--- config.mk ---
export PLATFORM = sky130hd
export DESIGN_NAME = ram_rd_streamer
export DESIGN_NICKNAME = d
export VERILOG_FILES = /design/src/rtl/ram_rd_streamer.sv
export SDC_FILE = /design/constraint.sdc
export NUM_CORES = 1
export LEC_CHECK = 0
export CORE_MARGIN = 2
export CORE_UTILIZATION = 49
export DETAILED_ROUTE_END_ITERATION = 10
export PLACE_DENSITY = 0.85
export SETUP_SLACK_MARGIN = 0.1
export SLEW_MARGIN = 20
export SYNTH_ARGS = -nofsm -noshare
export SYNTH_HDL_FRONTEND = slang
export SYNTH_SLANG_ARGS = --single-unit
--- constraint.sdc ---
create_clock -name clk_i -period 2.4 [get_ports clk_i]
set_input_delay 0.48 -clock clk_i [delete_from_list [all_inputs] [get_ports clk_i]]
set_output_delay 0.48 -clock clk_i [all_outputs]
set_load 0.02 [all_outputs]
--- src/rtl/ram_rd_streamer.sv ---
// ram_rd_streamer
//   Read-side sequencer for a single-port RAM with a 1-cycle synchronous read.
//   A start command reads len_i consecutive words beginning at start_addr_i and
//   presents them as a valid/ready stream with a last marker. A 3-entry skid
//   FIFO absorbs the RAM read latency and downstream backpressure.
//
// Ports
//   clk_i          clock, all logic on the rising edge
//   rst_ni         synchronous active-low reset
//   start_i        command strobe, only looked at while idle
//   start_addr_i   first word address (wraps modulo 2^ADDR_WIDTH)
//   len_i          number of words to read (0 gives an empty transfer)
//   busy_o         high from the cycle after an accepted start until done
//   done_o         one-cycle completion pulse
//   mem_ce_o       RAM chip enable, one read issued per high cycle
//   mem_we_o       RAM byte write enables, always zero
//   mem_addr_o     RAM address
//   mem_dout_i     RAM read data, valid the cycle after mem_ce_o
//   out_valid_o    stream beat valid
//   out_data_o     stream beat data
//   out_last_o     final beat of the transfer
//   out_ready_i    downstream accept
module ram_rd_streamer #(
    parameter int ADDR_WIDTH = 8,
    parameter int DATA_WIDTH = 16,
    parameter int LEN_WIDTH  = 9
) (
    input  logic                    clk_i,
    input  logic                    rst_ni,
    input  logic                    start_i,
    input  logic [ADDR_WIDTH-1:0]   start_addr_i,
    input  logic [LEN_WIDTH-1:0]    len_i,
    output logic                    busy_o,
    output logic                    done_o,
    output logic                    mem_ce_o,
    output logic [DATA_WIDTH/8-1:0] mem_we_o,
    output logic [ADDR_WIDTH-1:0]   mem_addr_o,
    input  logic [DATA_WIDTH-1:0]   mem_dout_i,
    output logic                    out_valid_o,
    output logic [DATA_WIDTH-1:0]   out_data_o,
    output logic                    out_last_o,
    input  logic                    out_ready_i
);

    typedef enum logic [1:0] {
        IDLE,
        RUN,
        DRAIN,
        FIN
    } state_t;

    state_t                 state_q, state_d;
    logic [ADDR_WIDTH-1:0]  rdAddr_q, rdAddr_d;
    logic [LEN_WIDTH-1:0]   issueCnt_q, issueCnt_d;
    logic [LEN_WIDTH-1:0]   len_q, len_d;
    logic                   inflight_q;
    logic                   inflightLast_q;

    logic [DATA_WIDTH-1:0]  fifoData_q [3];
    logic                   fifoLast_q [3];
    logic [1:0]             wrPtr_q;
    logic [1:0]             rdPtr_q;
    logic [1:0]             count_q;

    logic                   issue;
    logic                   lastIssue;
    logic                   push;
    logic                   pop;
    logic                   headLast;

    // Credit rule: words already in the FIFO plus the read in flight must leave
    // room for the one about to be issued, so the FIFO can never overflow even
    // when downstream stalls. Deliberately ignores out_ready_i so mem_ce_o has
    // no combinational path from the stream side.
    assign issue     = (state_q == RUN) &&
                       (({1'b0, count_q} + {2'b00, inflight_q}) < 3'd3);
    assign lastIssue = issue && (issueCnt_q == (len_q - LEN_WIDTH'(1)));
    assign push      = inflight_q;
    assign pop       = (count_q != 2'd0) && out_ready_i;
    assign headLast  = fifoLast_q[rdPtr_q];

    assign busy_o      = (state_q != IDLE);
    assign done_o      = (state_q == FIN);
    assign mem_ce_o    = issue;
    assign mem_we_o    = '0;
    assign mem_addr_o  = rdAddr_q;
    assign out_valid_o = (count_q != 2'd0);
    assign out_data_o  = fifoData_q[rdPtr_q];
    // Slots keep stale last tags after popping, so gate with valid.
    assign out_last_o  = out_valid_o && headLast;

    // Next-state logic for the transfer sequencer.
    always_comb begin
        state_d    = state_q;
        rdAddr_d   = rdAddr_q;
        issueCnt_d = issueCnt_q;
        len_d      = len_q;
        case (state_q)
            IDLE: begin
                if (start_i) begin
                    len_d      = len_i;
                    rdAddr_d   = start_addr_i;
                    issueCnt_d = '0;
                    state_d    = (len_i == '0) ? FIN : RUN;
                end
            end
            RUN: begin
                if (issue) begin
                    rdAddr_d   = rdAddr_q + ADDR_WIDTH'(1);
                    issueCnt_d = issueCnt_q + LEN_WIDTH'(1);
                    if (lastIssue) begin
                        state_d = DRAIN;
                    end
                end
            end
            DRAIN: begin
                if (pop && headLast) begin
                    state_d = FIN;
                end
            end
            FIN: begin
                state_d = IDLE;
            end
            default: begin
                state_d = IDLE;
            end
        endcase
    end

    // Sequencer registers and the read-in-flight tracking.
    always_ff @(posedge clk_i) begin
        if (!rst_ni) begin
            state_q        <= IDLE;
            rdAddr_q       <= '0;
            issueCnt_q     <= '0;
            len_q          <= '0;
            inflight_q     <= 1'b0;
            inflightLast_q <= 1'b0;
        end else begin
            state_q        <= state_d;
            rdAddr_q       <= rdAddr_d;
            issueCnt_q     <= issueCnt_d;
            len_q          <= len_d;
            inflight_q     <= issue;
            inflightLast_q <= lastIssue;
        end
    end

    // Skid FIFO: capture only when a read is in flight, never relying on the
    // RAM holding its output.
    always_ff @(posedge clk_i) begin
        if (!rst_ni) begin
            for (int i = 0; i < 3; i++) begin
                fifoData_q[i] <= '0;
                fifoLast_q[i] <= 1'b0;
            end
            wrPtr_q <= 2'd0;
            rdPtr_q <= 2'd0;
            count_q <= 2'd0;
        end else begin
            if (push) begin
                fifoData_q[wrPtr_q] <= mem_dout_i;
                fifoLast_q[wrPtr_q] <= inflightLast_q;
                wrPtr_q             <= (wrPtr_q == 2'd2) ? 2'd0 : wrPtr_q + 2'd1;
            end
            if (pop) begin
                rdPtr_q <= (rdPtr_q == 2'd2) ? 2'd0 : rdPtr_q + 2'd1;
            end
            case ({push, pop})
                2'b10:   count_q <= count_q + 2'd1;
                2'b01:   count_q <= count_q - 2'd1;
                default: count_q <= count_q;
            endcase
        end
    end

    // The credit rule makes these unreachable; they guard against regressions.
    always_ff @(posedge clk_i) begin
        if (rst_ni) begin
            assert (!(push && !pop && (count_q == 2'd3)));
            assert (!(pop && (count_q == 2'd0)));
        end
    end

endmodule
==> qor.csv <==
stage,metric,value,unit
critical_path,most frequent CP cell,ha_4,
cells_and_area,Layout Nets,555,
route,DRT Pass-1 Iters,4,
cts,Num CTS Buffers,9,
placement,Post-DP HPWL,7050,um
synth,share of the synthesized area in the top cell type,0.396,
sta,Tcrit/Tclk final,0.957,
sta,relative slew slack,0.578,
pwr,PD cells,864,mW/mm^2
critical_path,CP endpoint kind,register,
synth,cell count after synthesis,426,
global_route,layer with the highest usage,met2,
cts,"CTS clk-pin slew, worst paths",0.10,ns
synth,Synth Area in Compound Gates,0.0744,
sta,Hold Fails Final Rpt,0,
global_route,initial antenna violation count,0,
placement,gpl congestion,0.903,
global_route,total grt overflow,0,
sta,Worst-Margin Slew,0.632,ns
global_route,met2 Usage GRT,0.354,
cts,Max clock buf depth,2,
floorplan,full die area,0.0109,sq mm
floorplan,Core Rows,36,
cells_and_area,ant diodes,0,
critical_path,Crit Path Class,register to register,
global_route,GRT Util Overall,0.198,
route,DR vias/cell,5.38,
sta,f_max,435,MHz
synth,Seq cells post-synth,106,
cells_and_area,"most common cell after layout, fill and taps aside",edfxtp_1,
synth,Ys Warns,0,
sta,fin crit period,2.30,ns
sta,max-slew violation count,0,
sta,RSZ-0062 raised after global routing,true,
synth,"Primary FF master, synth",edfxtp_1,
cells_and_area,share of post-route cells with drive strength above 1,0.154,
floorplan,I/O Pins,68,
synth,XOR/XNOR share of the synthesized area,0.0355,
cells_and_area,post-layout util,0.627,
floorplan,Die H,104,um
status,status,finished clean,
global_route,largest net degree at the start of global routing,22,
route,routed len/inst,16.0,um
route,DR iter-0 viols,171,
pwr,IR Drop Worst-Case VDD,0.623,mV
route,via count,3468,
synth,Post-synth EDFFs,65,
sta,worst clock skew,0.00994,ns
cts,CTS tree,built,
cts,H-Tree Depth,3,
run,MaxCap Viol Count,0,
critical_path,CP max stage delay,0.51,ns
synth,largest cells by area after synthesis,"edfxtp_1 40%, dfxtp_1 17%, mux4_2 7.8%",
cts,Skew-Pair Late Insertion Delay,0.37,ns
synth,Netlist cell types,52,
critical_path,worst path required time,2.66,ns
floorplan,Die Span X,104,um
synth,ys async rst share,0,
synth,largest family of logic cells by synthesized area,simple AND/OR/NAND/NOR gates,
cts,Clock Sink Count,106,
global_route,vias in the first global route,3679,
floorplan,Core Region,0.00977,sq mm
global_route,first-pass GRT wire length,17100,um
route,final WL,10300,um
sta,setup_tns,0,ns
synth,syn avg cell area,11.6,sq um
critical_path,Worst Path Max Fanout,3,
floorplan,Starting Density,0.504,
synth,"Seq/Total Area, Yosys",0.562,
cts,# hold bufs at CTS,0,
placement,port bufs,65,
global_route,met1 Resource Use GR,0.242,
synth,Post-Synth Adder-Cell Area,0.0279,
placement,cell area after placement,0.00582,sq mm
cells_and_area,"commonest non-fill, non-tap cells in the layout","65 x edfxtp_1, 57 x and2_1, 46 x clkdlybuf4s50_1",
cells_and_area,Area growth syn-to-layout,24.4,%
route,residual DRC count,0,
global_route,grt met3 use,0.0332,
synth,mux contribution to synthesized area,0.0797,
cells_and_area,final instance area,0.00613,sq mm
pwr,Leak Pwr,2.28,nW
critical_path,WP data arrival,2.56,ns
critical_path,CP max stage cell,or4_1,
synth,largest area contributor in the synthesized netlist,edfxtp_1,
cts,clock root cell,clkbuf_8,
critical_path,CP Launch Type,register,
sta,# setup viols final,0,
worst_hold_path,Hold Crit Class,register to register,
synth,Simple-Gate Fraction of Synth Area,0.184,
critical_path,"Critical Path, Cell by Cell","ha_4, ha_4, a21oi_4, nand4_1, or4_1, a221o_1, and2_4, o221a_1",
route,ANT nets after route,0,
synth,Mapped Area,0.00493,sq mm
## metrics by stage
step / hold slack, ns / power, W / setup slack [ns] / instances
global placement: 0.449 / 0.00408 / 0.0834 / 621
finish: 0.477 / 0.00530 / 0.103 / 645
floorplan: 0.442 / 0.00346 / 0.115 / 427
global route: 0.534 / 0.00558 / 0.0275 / 645
detailed placement: 0.462 / 0.00416 / 0.0308 / 621
CTS: 0.477 / 0.00526 / 0.0896 / 643
## worst max-delay path: cells and delay by family, from the launching register on
family	cells	cell delay, ns
adders and majority gates	2	0.38
DFF	1	0.35
and+or+nand+nor	3	0.79
AOI/OAI and AO/OA	3	0.67
## routing by layer
metal  vias to the layer above  wire length (um)
met4                         0               113
met2                        90              5290
li1                       1671                 -
met5                         -                 0
met1                      1696              4440
met3                        11               475
## registers in the layout (all words and copies together), names as in the netlist, named ones only
signal and count:
wrPtr_q 2, issueCnt_q 9, fifoData_q 64, count_q 2
inflight_q 1, rdPtr_q 2, mem_addr_o 8, state_q 2
len_q 9, inflightLast_q 1, fifoLast_q 4
## timing repair
action                                 CTS  global route
pin swaps                                6             1
endpoints found under the hold margin    0             0
gates resized for setup                 25             7
cloned                                   0             1
setup endpoints to repair               21            18
buffers inserted                         6             1
## final cells by class
class / count / area (sq um)
clock buffers: 10 / 128
flip-flops and latches: 106 / 2790
fillers: 776 / 3640
multi-input cells: 284 / 2050
well taps: 133 / 166
inverters: 17 / 63.8
clock inverters: 6 / 73.8
repair buffers: 89 / 862
## final timing paths
path	from	endpoint	slack [ns]	depth (start not counted)
worst max-delay path	count_q[0]	state_q[0]	0.10	8
worst min-delay path	fifoLast_q[1]	fifoLast_q[1]	0.48	2
worst max register to register	count_q[0]	state_q[0]	0.10	8
worst min register to register	fifoLast_q[1]	fifoLast_q[1]	0.48	2
## cell families (layout without fill, tap and decap cells)
group | count (synthesis) | after routing
other | 1 | 2
DFF | 106 | 106
xor gates and xnor gates | 20 | 20
buffers and inverters | 37 | 122
muxes | 18 | 18
AOI/OAI and AO/OA | 59 | 59
adders and majority gates | 11 | 11
and+or+nand+nor | 174 | 174
## cell usage after synthesis (6+ instances only)
cell / number
edfxtp_1: 65
o21ai_0: 11
ha_1: 11
clkbuf_1: 16
mux4_2: 17
nand3_1: 6
inv_1: 17
a21oi_1: 27
nor2_1: 31
nand2_1: 42
dfxtp_1: 41
and2_1: 57
xor2_1: 11
nor3_1: 10
xnor2_1: 9
## report_power, final
part           leakage, nW  switching (W)  internal, W  total [W]
Clock               0.0950       0.000636     0.000496    0.00113
Combinational         1.19       0.000992     0.000892    0.00188
Sequential           0.987       0.000166      0.00212    0.00228
Total                 2.28        0.00179      0.00351    0.00530
No activity file was read; power rests on OpenSTA's default activity.
